<file path="src/rtl/multi_flag_counter.sv">
// Multi-channel trigger counters with wrap/sat/reload modes, per-channel threshold flags and a first-to-threshold winner latch.
// Latency: count/flag/flag_pulse update on the same edge; winner follows flag_pulse by one cycle; no backpressure.
module multi_flag_counter #(
  parameter  int NUM_CH = 4,
  parameter  int CNT_W  = 4,
  localparam int ID_W   = (NUM_CH > 1) ? $clog2(NUM_CH) : 1
) (
  input  logic                    clk,
  input  logic                    rst,
  input  logic [NUM_CH-1:0]       trigger,
  input  logic [NUM_CH-1:0]       clr,
  input  logic [CNT_W-1:0]        threshold,
  input  logic [1:0]              mode,
  input  logic                    winner_clr,
  output logic [NUM_CH*CNT_W-1:0] count,
  output logic [NUM_CH-1:0]       flag,
  output logic [NUM_CH-1:0]       flag_pulse,
  output logic                    any_flag,
  output logic                    winner_valid,
  output logic [ID_W-1:0]         winner_id
);

  typedef enum logic [1:0] {
    MODE_WRAP   = 2'd0,
    MODE_SAT    = 2'd1,
    MODE_RELOAD = 2'd2,
    MODE_RSVD   = 2'd3
  } mode_e;

  mode_e                    mode_eff;
  logic [NUM_CH*CNT_W-1:0]  count_nxt;
  logic [NUM_CH-1:0]        flag_nxt;
  logic [NUM_CH-1:0]        pulse_nxt;
  logic [CNT_W-1:0]         cur;
  logic [CNT_W-1:0]         inc;
  logic [CNT_W-1:0]         nxt;
  logic                     reload_evt;
  logic                     nflag;
  logic                     win_hit;
  logic [ID_W-1:0]          win_idx;

  // Reserved mode code falls back to wrap.
  assign mode_eff = (mode == MODE_RSVD) ? MODE_WRAP : mode_e'(mode);
  assign any_flag = |flag;

  always_comb begin
    count_nxt  = count;
    flag_nxt   = '0;
    pulse_nxt  = '0;
    cur        = '0;
    inc        = '0;
    nxt        = '0;
    reload_evt = 1'b0;
    nflag      = 1'b0;
    for (int i = 0; i < NUM_CH; i++) begin
      cur        = count[i*CNT_W +: CNT_W];
      inc        = cur + CNT_W'(1);
      reload_evt = trigger[i] && (mode_eff == MODE_RELOAD) &&
                   ((inc == threshold) || (threshold == '0));

      if (clr[i]) begin
        nxt = '0;
      end else if (!trigger[i]) begin
        nxt = cur;
      end else begin
        case (mode_eff)
          MODE_SAT:    nxt = (cur >= threshold) ? cur : inc;
          MODE_RELOAD: nxt = reload_evt ? '0 : inc;
          default:     nxt = inc;
        endcase
      end

      // Flags are re-evaluated every cycle so threshold/mode changes take effect without a trigger.
      case (mode_eff)
        MODE_SAT:    nflag = (nxt >= threshold);
        MODE_RELOAD: nflag = reload_evt;
        default:     nflag = (nxt == threshold);
      endcase

      count_nxt[i*CNT_W +: CNT_W] = nxt;
      if (!clr[i]) begin
        flag_nxt[i]  = nflag;
        pulse_nxt[i] = (mode_eff == MODE_RELOAD) ? reload_evt : (nflag & ~flag[i]);
      end
    end
  end

  // Lowest-index pulse wins a tie.
  always_comb begin
    win_hit = |flag_pulse;
    win_idx = '0;
    for (int i = NUM_CH - 1; i >= 0; i--) begin
      if (flag_pulse[i]) win_idx = ID_W'(i);
    end
  end

  always_ff @(posedge clk or negedge rst) begin
    if (!rst) begin
      count        <= '0;
      flag         <= '0;
      flag_pulse   <= '0;
      winner_valid <= 1'b0;
      winner_id    <= '0;
    end else begin
      count      <= count_nxt;
      flag       <= flag_nxt;
      flag_pulse <= pulse_nxt;
      if (winner_clr) begin
        winner_valid <= 1'b0;
        winner_id    <= '0;
      end else if (!winner_valid && win_hit) begin
        winner_valid <= 1'b1;
        winner_id    <= win_idx;
      end
    end
  end

endmodule

</file>
<file path="config.mk">
export PLATFORM = sky130hd
export DESIGN_NAME = multi_flag_counter
export DESIGN_NICKNAME = d
export VERILOG_FILES = /design/src/rtl/multi_flag_counter.sv
export SDC_FILE = /design/constraint.sdc
export NUM_CORES = 1
export LEC_CHECK = 0
export CORE_MARGIN = 10
export CORE_UTILIZATION = 50
export CTS_CLUSTER_DIAMETER = 80
export DETAILED_ROUTE_END_ITERATION = 12
export PLACE_DENSITY_LB_ADDON = 0.1
export SYNTH_ARGS = -nofsm -noshare
export SYNTH_HDL_FRONTEND = slang
export SYNTH_SLANG_ARGS = --single-unit
</file>
<file path="constraint.sdc">
create_clock -name clk -period 5.5 [get_ports clk]
set_input_delay 1.1 -clock clk [delete_from_list [all_inputs] [get_ports clk]]
set_output_delay 1.1 -clock clk [all_outputs]
set_load 0.01 [all_outputs]
</file>
# --- Word-level counts from Yosys, hierarchy flattened ---
# Cells that the tools add are included.
totals:
  reg_bits: 27
  in_bits: 17
  output_inout_bits: 28
  elab_cells: 99
classes:
  addsub: 4
  n_lt_le_gt_ge: 8
  eq_ne: 11
  mux: 45
  bitwise: 8
  n_reduce_logical: 18
ops:
  columns: ["op", "count"]
  rows:
  - ["$mux 4", 16]
  - ["$eq 4x4->1", 8]
  - ["$ge 4x4->1", 8]
  - ["$pmux 4 s2", 4]
  - ["$add 4x1->4 const B", 4]
  - ["$mux 1", 14]
  - ["$mux 2", 7]
  - ["$logic_and 1x1->1", 9]
  - ["$pmux 1 s2", 4]
  - ["$reduce_or 4->1", 2]
  - ["$and 1x1->1", 4]
  - ["$eq 2x2->1 const B", 2]
  - ["$logic_not 4->1", 1]
  - ["$logic_or 1x1->1", 4]
  - ["$not 1->1", 4]
  - ["$eq 2x1->1 const B", 1]
  - ["$reduce_bool 2->1", 1]
  - ["$logic_not 1->1", 1]

# --- Longest topological paths before layout ---
# Gate-level depths: netlist (run 1).
logic_depth:
  ltp_word: 14
  depth_mapped: 15
  ltp_nobuf: 14

# --- Worst setup path before layout (run 1) ---
# Ideal clock, no wire load.
synth_path:
  path_type: "input port to flip-flop"
  start: "input port threshold[1]"
  end: "register flag_pulse[2]"
  arrival_time_ns: 3.711
  t_required_ns: 5.399
  slack_ns: 1.688
  path_stages: 13
  path_buffers: 1
  path_cell_list: "buf_2 -> inv_1 -> ha_1 -> a2111oi_0 -> o21ai_0 -> xnor2_1 -> a31oi_1 -> a21oi_1 -> ha_1 -> nand4_1 -> a21oi_1 -> o21ai_0 -> o32ai_1"
synth_between:
  elab_chain_len: 12
synth_rtl:
  columns: ["element", "line", "text"]
  rows:
  - ["start, declared", "12", "input logic [CNT_W-1:0] threshold,"]
  - ["branches (longest 4 deep; another with $ge 4x4->1)", null, null]
  - ["$pmux 4 s2 *", "66", "case (mode_eff)"]
  - ["$mux 4 *", "63", "end else if (!trigger[i]) begin"]
  - ["$mux 4 *", "61", "if (clr[i]) begin"]
  - ["via count_nxt[11]", "31", "logic [NUM_CH*CNT_W-1:0] count_nxt;"]
  - ["$ge 4x4->1 or $eq 4x4->1 (tied branches)", "75, 77", null]
  - ["$pmux 1 s2 *", "74", "case (mode_eff)"]
  - ["$and 1x1->1 *", "83", "pulse_nxt[i] = (mode_eff == MODE_RELOAD) ? reload_evt : (nflag & ~flag[i]);"]
  - ["$mux 1 *", "83", null]
  - ["$mux 1 *", "81", "if (!clr[i]) begin"]
  - ["via pulse_nxt[2]", "33", "logic [NUM_CH-1:0] pulse_nxt;"]
  - ["end signal, assigned", "107", "flag_pulse <= pulse_nxt;"]
  - ["end, declared", "17", "output logic [NUM_CH-1:0] flag_pulse,"]
# Mark *: on every way through the listed nets, which the timed path passes.
# A chain may end at the register's enable or synchronous reset.

# --- Worst setup path in the final report (run 1) ---
layout_path:
  start: "input port threshold[1]"
  end: "register flag_pulse[2]"
layout_between:
  elab_chain_len: 12
layout_rtl:
  columns: ["element", "line"]
  rows:
  - ["branches (longest 10 deep; another with $ge 4x4->1)", null]
  - ["$mux 1 *", "83"]
  - ["$mux 1 *", "81"]
  - ["via pulse_nxt[2]", "33"]
# Marked as above.

==> out/metrics.cfg, run 1 <==
[clocking]
clock-sinks=27
cts_made_buffers=3
clk_pin_slew_ns=0.10
h-tree-depth=1
clk_latency_ns=0.29
cts_setup_buffers=0
root_buffer=clkbuf_8
cts_hold_buf=0
clock_path_buffers=2
cts_resized=0
cts_tree=built

[floorplan]
fp.dieW_um=94.7
num_io_pins=45
rows=27
core-area_um2=5470
die_y_um=94.7
die-area_um2=8970
start_util_pct=51.0

[finish]
drive_gt1_share_pct=6.76
final_nets=426
area_growth_pct=20.6
final_area_um2=3370
diodes=0

[sta]
worst_pin_slew_ns=0.731
fin_crit_ns=4.49
relSlewSlack_pct=50.0
timing.fmax_mhz=223
drv_slew=0
finClkSkew_ns=0.00470
final.setup.tns_ns=0
hold_violations=0
rsz0062_at_grt=false
setup_viol=0
post-route-period-util_pct=81.6

[route]
dr_total_vias=2695
drc=0
drtIter0Drc=156
vias_per_cell=6.10
dr.pass1.iters=4
wl_per_cell_um=17.9
drtAntennaViolNets=0
totalWireLength_um=7920

[critical_path]
reg2reg_depth=14
cp.required_ns=5.68
path_max_fanout=8
arrival_ns=4.66
cp-start-kind=input port
timing.rr.start=count[8]
worstSetupEndpointType=flip-flop
reg2reg_to=flag_pulse[2]
r2r_slack_ns=2.10
path_class=in2reg

[logic_synthesis]
synth_flop_cell=dfrtp_1
yosysWarningCount=0
synthArstFlopShare_pct=100
syn-instance-count=326
synth.yosys.seq_area_share_pct=24.2
syn_area_per_cell_um2=8.56
synth_fp_nets=381
ys_ff_latch=27
synth_area_um2=2790
synth_cell_types=51
synth_enable_flop_cells=0

[worst_hold_path]
hold_end=flag_pulse[0]
min_from=flag[0]
hold_depth=1
hp-class=reg2reg

[grt]
antenna_found_initial=0
grt_pass1_wl_um=13600
gr-total-overflow=0
grt_pass1_vias=2665
grt_max_degree=28
grt.total_usage_pct=18.5

[placed_design]
gp_congestion=0.914
postPlaceCellArea_um2=3320
dp_hpwl_um=6080
io_buffers=44

[power_and_ir_drop]
vdd_drop_max_v=0.000110
p_leak_nw=1.47
powerDensity_nw_per_um2=165

[run_status]
outcome=complete, no violations

[flow_run]
cap_violations=0

==> report_power, final <==
group          leakage, nW  switching, W  internal [W]
clock               0.0255     0.0000702     0.0000511
combinational         1.08      0.000110     0.0000956
sequential           0.367     0.0000167      0.000210
==> kinds of logic after synthesis <==
group | share of synthesized area [%]
fa+ha+maj | 17.0
buf+inv | 5.43
compound gates | 24.9
xor+xnor | 7.58
simple gates | 17.4
flops | 24.2
mux | 3.45
==> metrics by stage <==
step / util (%) / total power (W) / hold slack, ns / setup slack [ns] / instances
floorplan: - / 0.000349 / 0.522 / 1.69 / 326
global placement: 60.7 / 0.000434 / 0.488 / 0.833 / 438
detailed placement: 60.7 / 0.000436 / 0.492 / 0.684 / 438
CTS: 61.5 / 0.000555 / 0.506 / 0.988 / 442
global route: 61.5 / 0.000592 / 0.524 / 0.585 / 442
finish: 61.5 / 0.000554 / 0.500 / 1.01 / 442
==> how the worst max path moves through the flow <==
stage                      start       endpoint  slack [ns]  cells after the start
finish              threshold[1]  flag_pulse[2]        1.01                     14
CTS                 threshold[1]  flag_pulse[2]        0.99                     14
floorplan           threshold[1]  flag_pulse[2]        1.69                     13
detailed placement  threshold[1]        flag[2]        0.68                     14
global placement    threshold[1]  flag_pulse[2]        0.83                     14
global route        threshold[1]  flag_pulse[2]        0.58                     14
==> cells in the mapped netlist, types with 3 or more instances <==
master	n	area share, %
ha_1	38	17
dfrtp_1	27	24
inv_1	26	3.5
o21ai_0	26	4.7
nand2_1	23	3.1
nor2_1	21	2.8
a21oi_1	15	2.7
nand2b_1	12	2.7
a31oi_1	10	2.2
xnor2_1	9	2.8
nor3_1	7	1.3
xor2_1	7	2.2
a41oi_1	6	1.9
nand4_1	6	1.3
a21o_1	5	1.3
clkbuf_1	5	0.67
mux2_2	5	2.0
nand3_1	5	0.90
o21ai_1	5	0.90
o31ai_1	5	1.3
and2_1	4	0.90
buf_2	4	0.72
mux2i_1	4	1.4
nand3b_1	4	1.1
o21a_1	4	1.1
o32ai_1	4	1.3
a32oi_1	3	0.94
o31a_1	3	0.94
xor3_1	3	2.6
==> area by class of cell <==
type | count | area, um^2
Sequential cell | 27 | 676
Fill cell | 514 | 2110
Inverter | 26 | 97.6
Tap cell | 72 | 90.1
Multi-Input combinational cell | 262 | 1960
Timing Repair Buffer | 51 | 493
Clock inverter | 1 | 5.00
Clock buffer | 3 | 41.3
==> per-layer routing <==
metal  vias up  routed length, um  track usage [%]
li1       1306                  -                -
met1      1275               3430             24.1
met2       100               3820             30.4
met3        14                519             3.57
met4         0                148             5.11
met5         -                  0                0
==> layout by cell type, fill, tap and decap left out, types with 4 or more instances in the layout <==
cell type and n:
nor3_1 7, o21a_1 4, a31oi_1 10, o32ai_1 4, o31ai_1 5, inv_1 26, nand3_1 5, mux2i_1 4
ha_1 38, o21ai_1 5, nand3b_1 4, xnor2_1 9, clkdlybuf4s50_1 44, xor2_1 7, a21o_1 5, o21ai_0 26
dfrtp_1 27, nor2_1 21, mux2_2 5, buf_4 7, nand2b_1 12, a41oi_1 6, and2_1 4, nand2_1 23
nand4_1 6, a21oi_1 15
==> registers in the layout, summed over array words and instances, names as in the netlist <==
signal,flops
count,16
flag,4
flag_pulse,4
winner_id,2
winner_valid,1
==> critical path, stage by stage <==
cell and delay, ns:
clkdlybuf4s50_1 0.66, inv_1 0.26, ha_1 0.35, a2111oi_0 0.66
nor2_1 0.19, nand2_1 0.11, nand2_1 0.07, a32oi_1 0.23
ha_1 0.27, nand2b_1 0.15, a41oi_1 0.20, a21oi_1 0.08
o21ai_0 0.22, o32ai_1 0.11
(Power assumes the default switching activity.)
==> run 2, diff against run 1 <==
Clock period 5.5 ns to 4.6 ns, I/O delays scaled along.
==> run 2 against run 1 <==
Design area rose by 1.6%; sequential share of layout area fell by 0.31 points; sequential power rose by 20%; die area did not move; worst hold slack improved by 0.0054 ns; wire length rose by 4.9%; critical path type unchanged; first-iteration DRC count fell by 31%; worst setup slack got worse by 0.33 ns; register-to-register slack got worse by 1.0 ns; total power rose by 21%; clock power rose by 20%; largest cell class unchanged; critical path depth rose by 1.
==> out/metrics.cfg, run 2 (same netlist as run 1, synthesis figures left out) <==
[finish]
drive_gt1_share_pct=8.49
fin_util_pct=62.5
final_cells=449
fill_cells=510
area_growth_pct=22.5
mostFrequentLayoutCell=clkdlybuf4s50_1
final_nets=433
reg_top3=count: 16 flops, flag: 4 flops, flag_pulse: 4 flops
diodes=0
top_register=count
largest_reg_flops=16
layout_common_cells=clkdlybuf4s50_1, ha_1, dfrtp_1

[clocking]
clock_path_buffers=2
h-tree-depth=1
cts_setup_buffers=0
root_buffer=clkbuf_8
cts_tree=built
clock-sinks=27
clk_latency_ns=0.29
clk_pin_slew_ns=0.11
cts_resized=0
cts_made_buffers=3
cts_hold_buf=0

[grt]
grt_pass1_vias=2748
grt_pass1_wl_um=13800
grt.total_usage_pct=18.9
gr-total-overflow=0
grt_max_degree=28
antenna_found_initial=0

[worst_hold_path]
hp-class=reg2reg

[power_and_ir_drop]
pwr-share-seq_pct=40.5
p_leak_nw=1.51
p_comb_share_pct=37.9
powerDensity_nw_per_um2=196
p_int_w=0.000432
p_clk_share_pct=21.7
vdd_drop_max_v=0.000138
p_sw_share_pct=35.7
power.switching_w=0.000239

[route]
drtAntennaViolNets=0
dr_total_vias=2700
totalWireLength_um=8300
dr.pass1.iters=4
wl_met2_um=4150
drtIter0Drc=107
wl_met3_um=426
drc=0
vias_per_cell=6.01
wl_per_cell_um=18.5
met1_length_um=3600
highest_layer=met4

[placed_design]
gp_congestion=0.926
dp_hpwl_um=6480
place_inst=445
io_buffers=44

[sta]
relSlewSlack_pct=71.3
rsz0062_at_grt=false
post-route-period-util_pct=85.2
worst_pin_slew_ns=0.425
setup_viol=0
hold_violations=0
final.setup.tns_ns=0
fin_crit_ns=3.92
drv_slew=0
timing.fmax_mhz=255
finClkSkew_ns=0.00913

[critical_path]
path_class=in2reg
worstPathCellList=clkdlybuf4s50_1 -> ha_1 -> nand2b_1 -> a2111oi_0 -> buf_4 -> nor2_1 -> nand2_1 -> nand2_1 -> a32oi_1 -> ha_1 -> nand2b_1 -> a41oi_1 -> a21oi_1 -> o21ai_0 -> o21ai_1
path_max_fanout=3
arrival_ns=4.09
cp-start-kind=input port
cp_slowest_cell=clkdlybuf4s50_1
worstSetupEndpointType=flip-flop
cp.required_ns=4.77
cp_slowest_stage_delay_ns=0.47

[floorplan]
start_util_pct=51.0
core-area_um2=5470
die_y_um=94.7
die-area_um2=8970
rows=27
fp.dieW_um=94.7
num_io_pins=45

[flow_run]
cap_violations=0

[run_status]
outcome=complete, no violations

run 2: cell types whose count changed in the layout (fill, tap and decap cells not counted):
cell	previous run	this run
buf_4	7	14
run 2: worst paths after layout:
kind | from | to | slack (ns) | cells after the start
worst max-delay path | threshold[0] | flag[2] | 0.68 | 15
worst max register to register | count[9] | flag[2] | 1.08 | 12
max in group asynchronous | rst | flag[0] | 3.32 | 2
worst min-delay path | flag[0] | flag_pulse[0] | 0.51 | 1
worst min register to register | flag[0] | flag_pulse[0] | 0.51 | 1
min in group asynchronous | rst | count[5] | 1.00 | 2
run 2: power groups by stage:
stage	registers [W]	logic, W	clock network (W)
2_1_floorplan	0.000277	0.000140	0
3_3_place_gp	0.000276	0.000247	0
3_5_place_dp	0.000276	0.000252	0
4_1_cts	0.000271	0.000254	0.000151
5_1_grt	0.000275	0.000281	0.000154
6_report	0.000272	0.000254	0.000145
run 2: worst max-delay path: cells and delay by family:
family | cells | cell delay [ns]
AO/OA/AOI/OAI | 6 | 1.29
adder cells (fa/ha/maj) | 2 | 0.67
buffers and inverters | 2 | 0.66
AND/OR/NAND/NOR | 5 | 0.54
run 2: cell type report:
class	instances	area (um^2)	area share, %
timing repair buffer	58	546	16.0
tap	72	90.1	2.64
clock inverter	1	5.00	0.146
clock buffer	3	41.3	1.21
multi-input combinational	262	1960	57.4
inverter	26	97.6	2.86
sequential	27	676	19.8
run 2: layer usage:
layer	vias to the layer above	GRT usage, %
li1	1315	-
met1	1301	23.2
met2	74	33.4
met3	10	3.25
met4	0	4.99
met5	-	0
run 2: through the flow:
stage	setup WS, ns	hold WS (ns)	total power, W	area, um^2
finish	0.681	0.506	0.000671	3420
global route	0.270	0.524	0.000709	3420
CTS	0.693	0.505	0.000676	3420
detailed placement	0.384	0.490	0.000529	3370
global placement	0.421	0.487	0.000523	3370
floorplan	0.968	0.522	0.000418	2790
==> run 3, diff against run 2 <==
Settings changed: MAX_ROUTING_LAYER set to met4.
==> run 3 against run 2 <==
Fmax grew 0.55%; flip-flop and latch count is the same; design area unchanged; total power is 0.53% lower; worst setup slack gained 0.021 ns; clock power hardly changed; sequential share of layout area unchanged.
==> out/metrics.cfg, run 3 (same netlist as run 1, synthesis figures left out) <==
[run_status]
outcome=complete, no violations

[sta]
relSlewSlack_pct=70.6
setup_viol=0
hold_violations=0
final.setup.tns_ns=0
fin_ws_ns=0.703
post-route-period-util_pct=84.7
worst_pin_slew_ns=0.435
drv_slew=0
rsz0062_at_grt=false
finClkSkew_ns=0.00774
fin_crit_ns=3.90
timing.fmax_mhz=257

[route]
dr_total_vias=2739
wl_met2_um=3920
wl_met3_um=401
highest_layer=met4
drc=0
totalWireLength_um=8080
wl_per_cell_um=18.0
drtIter0Drc=130
vias_per_cell=6.10
met1_length_um=3620
dr.pass1.iters=5
drtAntennaViolNets=0

[finish]
largest_reg_flops=16
area_growth_pct=22.5
final_area_um2=3420
fill_cells=492
reg_top3=count: 16 flops, flag: 4 flops, flag_pulse: 4 flops
mostFrequentLayoutCell=clkdlybuf4s50_1
fin_util_pct=62.5
top_register=count
final_nets=433
drive_gt1_share_pct=8.49
diodes=0
layout_common_cells=clkdlybuf4s50_1, ha_1, dfrtp_1
final_cells=449

[floorplan]
num_io_pins=45
rows=27
die_y_um=94.7
fp.dieW_um=94.7
die-area_um2=8970
core-area_um2=5470
start_util_pct=51.0

[critical_path]
worstSetupEndpointType=flip-flop
cp-start-kind=input port
cp.required_ns=4.76
worstPathCellList=clkdlybuf4s50_1 -> buf_4 -> xor3_1 -> or3_4 -> o21ai_2 -> a21boi_2 -> nor3_2 -> o31a_1 -> ha_1 -> nand2b_1 -> a41oi_1 -> a21oi_1 -> o21ai_0 -> o32ai_1
path_class=in2reg
cp_slowest_cell=clkdlybuf4s50_1
cp_slowest_stage_delay_ns=0.47
path_max_fanout=6
cp_num_buf_inv=2
arrival_ns=4.06
cp_top_family=compound AO/OA/AOI/OAI gates

[placed_design]
place_inst=445
io_buffers=44
gp_congestion=0.942
postPlaceCellArea_um2=3370
pre_cts_slack_ns=0.406
dp_hpwl_um=6300

[clocking]
cts_resized=0
cts_hold_buf=0
h-tree-depth=1
cts_made_buffers=3
clk_pin_slew_ns=0.10
cts_tree=built
clk_latency_ns=0.28
clock-sinks=27
clock_path_buffers=2
root_buffer=clkbuf_8
cts_setup_buffers=0

[grt]
grt_pass1_vias=2745
grt.total_usage_pct=19.7
gr-total-overflow=0
grt_pass1_wl_um=14000
grt_max_degree=28
antenna_found_initial=0

[flow_run]
cap_violations=0

[power_and_ir_drop]
vdd_drop_max_v=0.000104
powerDensity_nw_per_um2=195
p_leak_nw=1.51

[worst_hold_path]
hp-class=reg2reg

-- run 3: metrics by stage --
step | total power (W) | hold WS (ns)
final | 0.000668 | 0.506
after global routing | 0.000712 | 0.525
after CTS | 0.000674 | 0.510
after detailed placement | 0.000529 | 0.496
after global placement | 0.000524 | 0.487
after floorplan | 0.000418 | 0.522
-- run 3: area by class of cell --
class / count / area, um^2 / area share [%]
Clock buffer: 3 / 41.3 / 1.21
Inverter: 26 / 97.6 / 2.86
Multi-Input combinational cell: 262 / 1960 / 57.4
Timing Repair Buffer: 58 / 546 / 16.0
Sequential cell: 27 / 676 / 19.8
Tap cell: 72 / 90.1 / 2.64
Clock inverter: 1 / 5.00 / 0.146
-- run 3: worst paths after layout --
check	from	end	slack [ns]	cells past startpoint
max	threshold[2]	flag_pulse[0]	0.70	14
min	flag[2]	flag_pulse[2]	0.51	1
max reg2reg	count[9]	flag[2]	1.21	12
min reg2reg	flag[2]	flag_pulse[2]	0.51	1
max in group asynchronous	rst	count[0]	3.32	2
min in group asynchronous	rst	count[5]	1.00	2
-- run 3: power breakdown --
group	leakage, nW	total [W]	internal (W)	switching [W]
clock	0.0255	0.000143	0.0000610	0.0000820
combinational	1.11	0.000254	0.000120	0.000134
sequential	0.367	0.000271	0.000251	0.0000200
-- run 3: layer usage --
layer / up-vias / track usage [%]
met3: 17 / 2.78
met1: 1321 / 25.2
li1: 1312 / -
met5: - / -
met4: 0 / 5.24
met2: 89 / 31.8
